## src/rtl/picorv_hpdc_bridge.sv

```systemverilog
// -----------------------------------------------------------------------------
// picorv_hpdc_bridge
//
// Bridges the picorv32 native memory port to requester port 0 of the HPDcache
// wrapper. The bridge handles one access at a time:
//   1. It captures the picorv32 access.
//   2. It issues exactly one HPDcache request under a valid/ready handshake.
//   3. It waits for the response carrying the same transaction ID.
//   4. It completes the access with a single-cycle mem_ready_o pulse.
// Addresses at or above MmioBase are marked uncacheable.
// If no matching response arrives within TimeoutCycles, the bridge forces an
// error completion so the core cannot hang.
//
// Ports
//   clk_i, reset_i        clock, synchronous active-high reset
//   mem_*                 picorv32 native memory interface (valid/ready)
//   req_*                 HPDcache request channel (valid/ready, registered)
//   rsp_*                 HPDcache response channel (single-cycle pulse, no ready)
//   timeout_o             one-cycle pulse when a response timeout fires
//   err_sticky_o          set on timeout or error response, cleared by reset
//
// Timing (minimum access, req_ready_i high, response one cycle after accept)
//   edge 1 : access captured, req_valid_o rises
//   edge 2 : handshake, enter WAIT_RSP
//   edge 3 : response pulse registered
//   edge 4 : response matched, mem_ready_o high for one cycle
// -----------------------------------------------------------------------------
module picorv_hpdc_bridge #(
  parameter int          ReqOffsetWidth = 12,
  parameter int          TagWidth       = 20,
  parameter int          TidWidth       = 4,
  parameter logic [31:0] MmioBase       = 32'h0002_0000,
  parameter int          TimeoutCycles  = 1024,
  parameter logic [31:0] ErrData        = 32'hDEAD_BEEF
) (
  input  logic                      clk_i,
  input  logic                      reset_i,

  // picorv32 native memory port
  input  logic                      mem_valid_i,
  input  logic [31:0]               mem_addr_i,
  input  logic [31:0]               mem_wdata_i,
  input  logic [3:0]                mem_wstrb_i,
  output logic                      mem_ready_o,
  output logic [31:0]               mem_rdata_o,

  // HPDcache request channel
  output logic                      req_valid_o,
  input  logic                      req_ready_i,
  output logic [ReqOffsetWidth-1:0] req_addr_offset_o,
  output logic [TagWidth-1:0]       req_addr_tag_o,
  output logic [31:0]               req_wdata_o,
  output logic [3:0]                req_be_o,
  output logic                      req_store_o,
  output logic [2:0]                req_size_o,
  output logic [TidWidth-1:0]       req_tid_o,
  output logic                      req_uncacheable_o,

  // HPDcache response channel
  input  logic                      rsp_valid_i,
  input  logic [TidWidth-1:0]       rsp_tid_i,
  input  logic [31:0]               rsp_rdata_i,
  input  logic                      rsp_error_i,

  // status
  output logic                      timeout_o,
  output logic                      err_sticky_o
);

  // ---------------------------------------------------------------------------
  // State encoding
  // ---------------------------------------------------------------------------
  localparam logic [1:0] ST_IDLE     = 2'd0;
  localparam logic [1:0] ST_REQ      = 2'd1;
  localparam logic [1:0] ST_WAIT_RSP = 2'd2;
  localparam logic [1:0] ST_RESP     = 2'd3;

  // Timeout counter is wide enough to hold TimeoutCycles-1.
  localparam int TmoWidth = (TimeoutCycles > 1) ? $clog2(TimeoutCycles) : 1;
  localparam logic [TmoWidth-1:0] TmoLast = TmoWidth'(TimeoutCycles - 1);

  // ---------------------------------------------------------------------------
  // Registers
  // ---------------------------------------------------------------------------
  logic [1:0]                state_reg, state_next;
  logic [TidWidth-1:0]       tid_cnt_reg, tid_cnt_next;
  logic [TmoWidth-1:0]       tmo_cnt_reg, tmo_cnt_next;
  logic                      reissue_block_reg, reissue_block_next;

  logic                      req_valid_reg, req_valid_next;
  logic [ReqOffsetWidth-1:0] req_offset_reg, req_offset_next;
  logic [TagWidth-1:0]       req_tag_reg, req_tag_next;
  logic [31:0]               req_wdata_reg, req_wdata_next;
  logic [3:0]                req_be_reg, req_be_next;
  logic                      req_store_reg, req_store_next;
  logic [TidWidth-1:0]       req_tid_reg, req_tid_next;
  logic                      req_unc_reg, req_unc_next;

  logic                      mem_ready_reg, mem_ready_next;
  logic [31:0]               mem_rdata_reg, mem_rdata_next;
  logic                      timeout_reg, timeout_next;
  logic                      err_sticky_reg, err_sticky_next;

  // The response channel is registered before it is compared against the
  // outstanding tid. This keeps the tid compare and the rdata mux off the
  // wrapper's output path.
  logic                      rsp_valid_reg;
  logic [TidWidth-1:0]       rsp_tid_reg;
  logic [31:0]               rsp_rdata_reg;
  logic                      rsp_error_reg;

  // ---------------------------------------------------------------------------
  // Capture-side decode of the incoming picorv32 access
  // ---------------------------------------------------------------------------
  logic       store_sel;
  logic [3:0] be_sel;
  logic       unc_sel;

  assign store_sel = |mem_wstrb_i;
  assign unc_sel   = (mem_addr_i >= MmioBase);

  // A load reads the full word, so every byte enable is forced high.
  // A store passes its strobes through unchanged.
  genvar gi;
  generate
    for (gi = 0; gi < 4; gi++) begin : g_be
      assign be_sel[gi] = mem_wstrb_i[gi] | ~store_sel;
    end
  endgenerate

  // A response completes the access only if its tid matches the outstanding one.
  logic rsp_match;
  assign rsp_match = rsp_valid_reg && (rsp_tid_reg == req_tid_reg);

  // ---------------------------------------------------------------------------
  // Next-state logic
  // ---------------------------------------------------------------------------
  always_comb begin
    state_next         = state_reg;
    tid_cnt_next       = tid_cnt_reg;
    tmo_cnt_next       = tmo_cnt_reg;
    reissue_block_next = 1'b0;

    req_valid_next     = req_valid_reg;
    req_offset_next    = req_offset_reg;
    req_tag_next       = req_tag_reg;
    req_wdata_next     = req_wdata_reg;
    req_be_next        = req_be_reg;
    req_store_next     = req_store_reg;
    req_tid_next       = req_tid_reg;
    req_unc_next       = req_unc_reg;

    mem_ready_next     = 1'b0;
    mem_rdata_next     = mem_rdata_reg;
    timeout_next       = 1'b0;
    err_sticky_next    = err_sticky_reg;

    case (state_reg)
      ST_IDLE: begin
        // The core keeps mem_valid_i high for one cycle after it has seen
        // mem_ready_o. The first IDLE cycle after a completion therefore
        // ignores mem_valid_i, so the finished access is not issued again.
        if (mem_valid_i && !reissue_block_reg) begin
          req_offset_next = mem_addr_i[ReqOffsetWidth-1:0];
          req_tag_next    = mem_addr_i[ReqOffsetWidth +: TagWidth];
          req_wdata_next  = mem_wdata_i;
          req_be_next     = be_sel;
          req_store_next  = store_sel;
          req_unc_next    = unc_sel;
          req_tid_next    = tid_cnt_reg;
          req_valid_next  = 1'b1;
          state_next      = ST_REQ;
        end
      end

      ST_REQ: begin
        // req_valid_reg is always high in this state. The request fields stay
        // frozen until the cache accepts the request.
        if (req_valid_reg && req_ready_i) begin
          req_valid_next = 1'b0;
          tid_cnt_next   = tid_cnt_reg + TidWidth'(1);
          tmo_cnt_next   = '0;
          state_next     = ST_WAIT_RSP;
        end
      end

      ST_WAIT_RSP: begin
        tmo_cnt_next = tmo_cnt_reg + TmoWidth'(1);
        // The match test comes first. If a matching response arrives in the
        // same cycle that the counter expires, the response wins and
        // timeout_o stays low.
        if (rsp_match) begin
          mem_rdata_next = rsp_error_reg ? ErrData : rsp_rdata_reg;
          if (rsp_error_reg) begin
            err_sticky_next = 1'b1;
          end
          mem_ready_next = 1'b1;
          state_next     = ST_RESP;
        end else if (tmo_cnt_reg == TmoLast) begin
          mem_rdata_next  = ErrData;
          timeout_next    = 1'b1;
          err_sticky_next = 1'b1;
          mem_ready_next  = 1'b1;
          state_next      = ST_RESP;
        end
      end

      ST_RESP: begin
        // mem_ready_o is high during this single cycle.
        reissue_block_next = 1'b1;
        state_next         = ST_IDLE;
      end

      default: begin
        state_next = ST_IDLE;
      end
    endcase
  end

  // ---------------------------------------------------------------------------
  // Sequential state
  // ---------------------------------------------------------------------------
  always_ff @(posedge clk_i) begin
    if (reset_i) begin
      state_reg         <= ST_IDLE;
      tid_cnt_reg       <= '0;
      tmo_cnt_reg       <= '0;
      reissue_block_reg <= 1'b0;

      req_valid_reg     <= 1'b0;
      req_offset_reg    <= '0;
      req_tag_reg       <= '0;
      req_wdata_reg     <= '0;
      req_be_reg        <= '0;
      req_store_reg     <= 1'b0;
      req_tid_reg       <= '0;
      req_unc_reg       <= 1'b0;

      mem_ready_reg     <= 1'b0;
      mem_rdata_reg     <= '0;
      timeout_reg       <= 1'b0;
      err_sticky_reg    <= 1'b0;

      // Clearing the response capture means a response already in flight
      // when reset is asserted cannot complete a later access.
      rsp_valid_reg     <= 1'b0;
      rsp_tid_reg       <= '0;
      rsp_rdata_reg     <= '0;
      rsp_error_reg     <= 1'b0;
    end else begin
      state_reg         <= state_next;
      tid_cnt_reg       <= tid_cnt_next;
      tmo_cnt_reg       <= tmo_cnt_next;
      reissue_block_reg <= reissue_block_next;

      req_valid_reg     <= req_valid_next;
      req_offset_reg    <= req_offset_next;
      req_tag_reg       <= req_tag_next;
      req_wdata_reg     <= req_wdata_next;
      req_be_reg        <= req_be_next;
      req_store_reg     <= req_store_next;
      req_tid_reg       <= req_tid_next;
      req_unc_reg       <= req_unc_next;

      mem_ready_reg     <= mem_ready_next;
      mem_rdata_reg     <= mem_rdata_next;
      timeout_reg       <= timeout_next;
      err_sticky_reg    <= err_sticky_next;

      rsp_valid_reg     <= rsp_valid_i;
      rsp_tid_reg       <= rsp_tid_i;
      rsp_rdata_reg     <= rsp_rdata_i;
      rsp_error_reg     <= rsp_error_i;
    end
  end

  // ---------------------------------------------------------------------------
  // Outputs
  // ---------------------------------------------------------------------------
  assign mem_ready_o       = mem_ready_reg;
  assign mem_rdata_o       = mem_rdata_reg;

  assign req_valid_o       = req_valid_reg;
  assign req_addr_offset_o = req_offset_reg;
  assign req_addr_tag_o    = req_tag_reg;
  assign req_wdata_o       = req_wdata_reg;
  assign req_be_o          = req_be_reg;
  assign req_store_o       = req_store_reg;
  assign req_tid_o         = req_tid_reg;
  assign req_uncacheable_o = req_unc_reg;

  // Accesses are always 32-bit words (size code 2 = 4 bytes).
  assign req_size_o        = 3'd2;

  assign timeout_o         = timeout_reg;
  assign err_sticky_o      = err_sticky_reg;

endmodule

```

## config.mk

```make
export PLATFORM = sky130hd
export DESIGN_NAME = picorv_hpdc_bridge
export DESIGN_NICKNAME = d
export VERILOG_FILES = /design/src/rtl/picorv_hpdc_bridge.sv
export SDC_FILE = /design/constraint.sdc
export NUM_CORES = 1
export LEC_CHECK = 0
export ABC_AREA = 1
export CORE_MARGIN = 2
export CORE_UTILIZATION = 44
export CTS_CLUSTER_DIAMETER = 120
export DETAILED_ROUTE_END_ITERATION = 6
export GPL_TIMING_DRIVEN = 0
export PLACE_DENSITY_LB_ADDON = 0.3
export SLEW_MARGIN = 10
export SYNTH_ARGS = -nofsm -noshare
export SYNTH_HDL_FRONTEND = slang
export SYNTH_SLANG_ARGS = --single-unit
```

## constraint.sdc

```tcl
create_clock -name clk_i -period 1.8 [get_ports clk_i]
set_input_delay 0.54 -clock clk_i [delete_from_list [all_inputs] [get_ports clk_i]]
set_output_delay 0.54 -clock clk_i [all_outputs]
set_load 0.03 [all_outputs]
```

==> summary by stage <==
Outcome
The flow ran to the end, and the final reports show no timing, DRC or antenna violations.

Die
The number of primary I/O pins is 223. The total area inside the core boundary comes to 13700 um^2. In this run the horizontal extent of the chip is 122 um.

For this configuration, the core starts out at a cell density of 0.445. The area of the die is 14800 um^2. The number of rows created at floorplan is 43. From bottom edge to top edge, the die measures 122 um.

Placed design
Input and output buffers added on the ports amount to 218. Routability-driven placement finished with a final weighted congestion of 0.882. The wire-length estimate of the detail-placed layout is 11800 um. The setup slack after placement is -0.335 ns.

Clock tree
The CTS root buffer is clkbuf_16. Clock latency on the worst-skew pair, taken at its later pin, is 0.42 ns. The H-tree generated during clock tree synthesis spans 4 levels. Clock tree synthesis inserted a total of 17 buffers. TritonCTS built the clock tree. The number of sinks driven by the clock tree is 165. The buffer depth of the longest clock path is 2. Clock-pin slew was measured on the worst setup and hold paths at 0.06 ns.

Pwr
In this run the power density over the cells is 1210 nW/um^2. The highest ir drop seen on vdd is 0.000995 V. In this run the static leakage power is 4.15 nW.

The total power is 0.0109 W.

Timing
Across the routed clock network, the largest skew measured is 0.00846 ns. The number of endpoints with negative hold slack in the final report is 0. The worst path needs 1.76 ns of the cycle, external delays included. The final sum of negative setup slack is 0 ns.

The setup violation total in the final timing report is 0. The relative slew slack is 0.528. After layout, the worst setup slack is 0.0406 ns.

The fmax is 0.568 GHz. For the pin with the worst max-slew slack, the measured transition is 0.707 ns. Dividing the final minimum period by the clock period gives 0.977.

The max-slew violation total from the final report was 0.

Setup path
STA puts the critical path data required time at 1.26 ns. Tracing the worst setup path back leads to its startpoint at req_addr_tag_o[19]$_SDFFE_PP0P_. STA classifies the critical path endpoint as an output port. At the worst endpoint, the arrival time is 1.22 ns. In this run the critical register-to-register path is launched from state_reg[0]$_SDFFE_PP0P_. The reg-to-reg setup timing slack is 0.12 ns. The number of cells on the critical path is 1.

The count of buffering cells on the critical path with inverters included is 1. The worst reg2reg path depth is 10. The worst setup path is launched from a flop. Traced cell by cell, the critical path runs through clkdlybuf4s15_1. The largest fanout on the critical path is 2. The worst-path cell with the longest stage delay is clkdlybuf4s15_1. The critical path is of the reg2out type. On the worst path, the slowest cell contributes a delay of 0.45 ns. The endpoint identified for the worst register-to-register timing path is tmo_cnt_reg[8]$_SDFFE_PP0P_. The critical path's top delay family is buffers and inverters. The critical path ends at req_addr_tag_o[19].

Drt
The residual antenna-violating net count after detailed routing is 0. Using the TritonRoute via totals, the vias-per-cell ratio works out to 4.76. The wire length per cell is 13.8 um. The final layout contains routed wiring with a total length of 16200 um.

The number of violations reported at the end of detailed-routing iteration 0 is 304. The number of optimization iterations in the first detailed-route pass is 6. The via count of the routed design is 5586.

After detailed routing, the number of remaining DRC violations is 0.

Final layout
In the final layout, the share of cells above drive strength 1 is 0.110. 0 antenna diodes ended up in the layout. For this run, the post-layout net count is 1099.

The layout-stage area growth over the synthesis result is 47.5%. Once layout is complete, the utilization of the core stands at 0.656.

Synth
Counting instances in the post-synthesis netlist gives the leading cell types as 169 x nand2_1, 165 x dfxtp_1, 81 x a21oi_1. The register bit count reported by yosys is 165. The async set or reset register ratio after synthesis is 0.

The number of flops mapped to enable cells by yosys is 0. The share of synthesized area occupied by flip-flops and latches is 0.541. The most instantiated flip-flop cell in the synthesis netlist is dfxtp_1. The count of unique library cells instantiated by Yosys is 35. The largest total area in the synthesized netlist belongs to dfxtp_1.

The instance count of the mapped netlist is 740. During synthesis, Yosys emitted a total of 0 warnings. By area the synthesized netlist is led by dfxtp_1 54%, nand2_1 10%, a21oi_1 6.6%. The area share of the leading cell type in the synthesized netlist is 0.541. The mapped netlist covers 6110 um^2. The most instantiated library cell after synthesis is nand2_1. The average cell area after synthesis is 8.25 um^2.

Global routing
The initial antenna violation count is 0. The met3 routing resource usage after global routing is 0.0843. The global routing stage identified its most utilized layer as met2. The via count of the first global-routing pass is 5214. Entering global routing, the biggest net connects 17 pins. The sum of overflow across all layers after global routing is 0. The met1 usage in global routing is 0.250.

The first-pass GRT wire length is 25100 um. The global-route usage over all layers is 0.218. In the global route stage, met2 resource usage came out at 0.367.

Min path
The tightest min-delay check is of the reg2reg type.

Run
The number of max-cap violations is 0.
cells by family (layout without fill, tap and decap cells):
family | after synthesis | in the layout | synth area share
compound gates | 133 | 133 | 0.133
xor+xnor | 3 | 3 | 0.00430
fa+ha+maj | 7 | 7 | 0.0143
buf+inv | 118 | 371 | 0.0838
flops | 165 | 165 | 0.541
other cells | 2 | 3 | 0.00123
simple gates | 312 | 312 | 0.222
area by class of cell:
type	count	area [um^2]
multi-input cells	458	2310
repair buffers	222	2080
flip-flops and latches	165	3300
fillers	1222	4710
clock buffers	18	439
inverters	71	267
well taps	180	225
clock inverters	13	126
plain buffers	47	255
cells in the final DEF, fill, tap and decap left out, drive strengths merged, types with 2 or more instances in the layout:
cell / count
a211oi: 2
a21oi: 81
buf: 28
clkbuf: 41
clkdlybuf4s15: 3
clkdlybuf4s50: 108
clkinv: 3
clkinvlp: 5
conb: 3
dfxtp: 165
dlygate4sd2: 107
ha: 7
inv: 75
nand2: 172
nand3: 41
nand4: 4
nor2: 62
nor3: 27
nor4: 4
o21a: 2
o21ai: 43
o221ai: 4
xor2: 2
stage by stage:
stage / std cells / instance area (um^2) / hold WS (ns)
6_report: 1174 / 9010 / 0.449
5_1_grt: 1174 / 9010 / 0.474
4_1_cts: 1170 / 8950 / 0.452
3_5_place_dp: 1139 / 8520 / 0.445
3_3_place_gp: 1139 / 8520 / 0.432
2_1_floorplan: 741 / 6110 / 0.418
power by group:
group	internal [W]	total (W)	switching, W
Clock	0.00195	0.00347	0.00152
Combinational	0.00110	0.00313	0.00203
Sequential	0.00407	0.00428	0.000211
Total	0.00713	0.0109	0.00376
metal layers:
metal / part of all wire / wire length (um)
met2: 0.48 / 7770
met4: 0.015 / 243
met1: 0.41 / 6600
met3: 0.097 / 1580
met5: 0 / 0
worst min-delay path by stage:
stage	from	to	slack [ns]	depth (start not counted)
floorplan	tid_cnt_reg[3]$_SDFFE_PP0P_	tid_cnt_reg[3]$_SDFFE_PP0P_	0.42	1
global placement	tid_cnt_reg[3]$_SDFFE_PP0P_	tid_cnt_reg[3]$_SDFFE_PP0P_	0.43	1
detailed placement	tid_cnt_reg[3]$_SDFFE_PP0P_	tid_cnt_reg[3]$_SDFFE_PP0P_	0.44	1
CTS	tid_cnt_reg[3]$_SDFFE_PP0P_	tid_cnt_reg[3]$_SDFFE_PP0P_	0.45	1
global route	rsp_rdata_reg[14]$_SDFF_PP0_	mem_rdata_o[14]$_SDFFE_PP0P_	0.47	2
finish	tid_cnt_reg[3]$_SDFFE_PP0P_	tid_cnt_reg[3]$_SDFFE_PP0P_	0.45	1
what timing repair did:
item,CTS,global route
setup buffers,0,4
gates resized for setup,116,16
endpoints found under the setup margin,116,25
cloned,0,0
pin swaps,0,2
hold buffers,0,0
No activity file was read; power rests on OpenSTA's default activity.
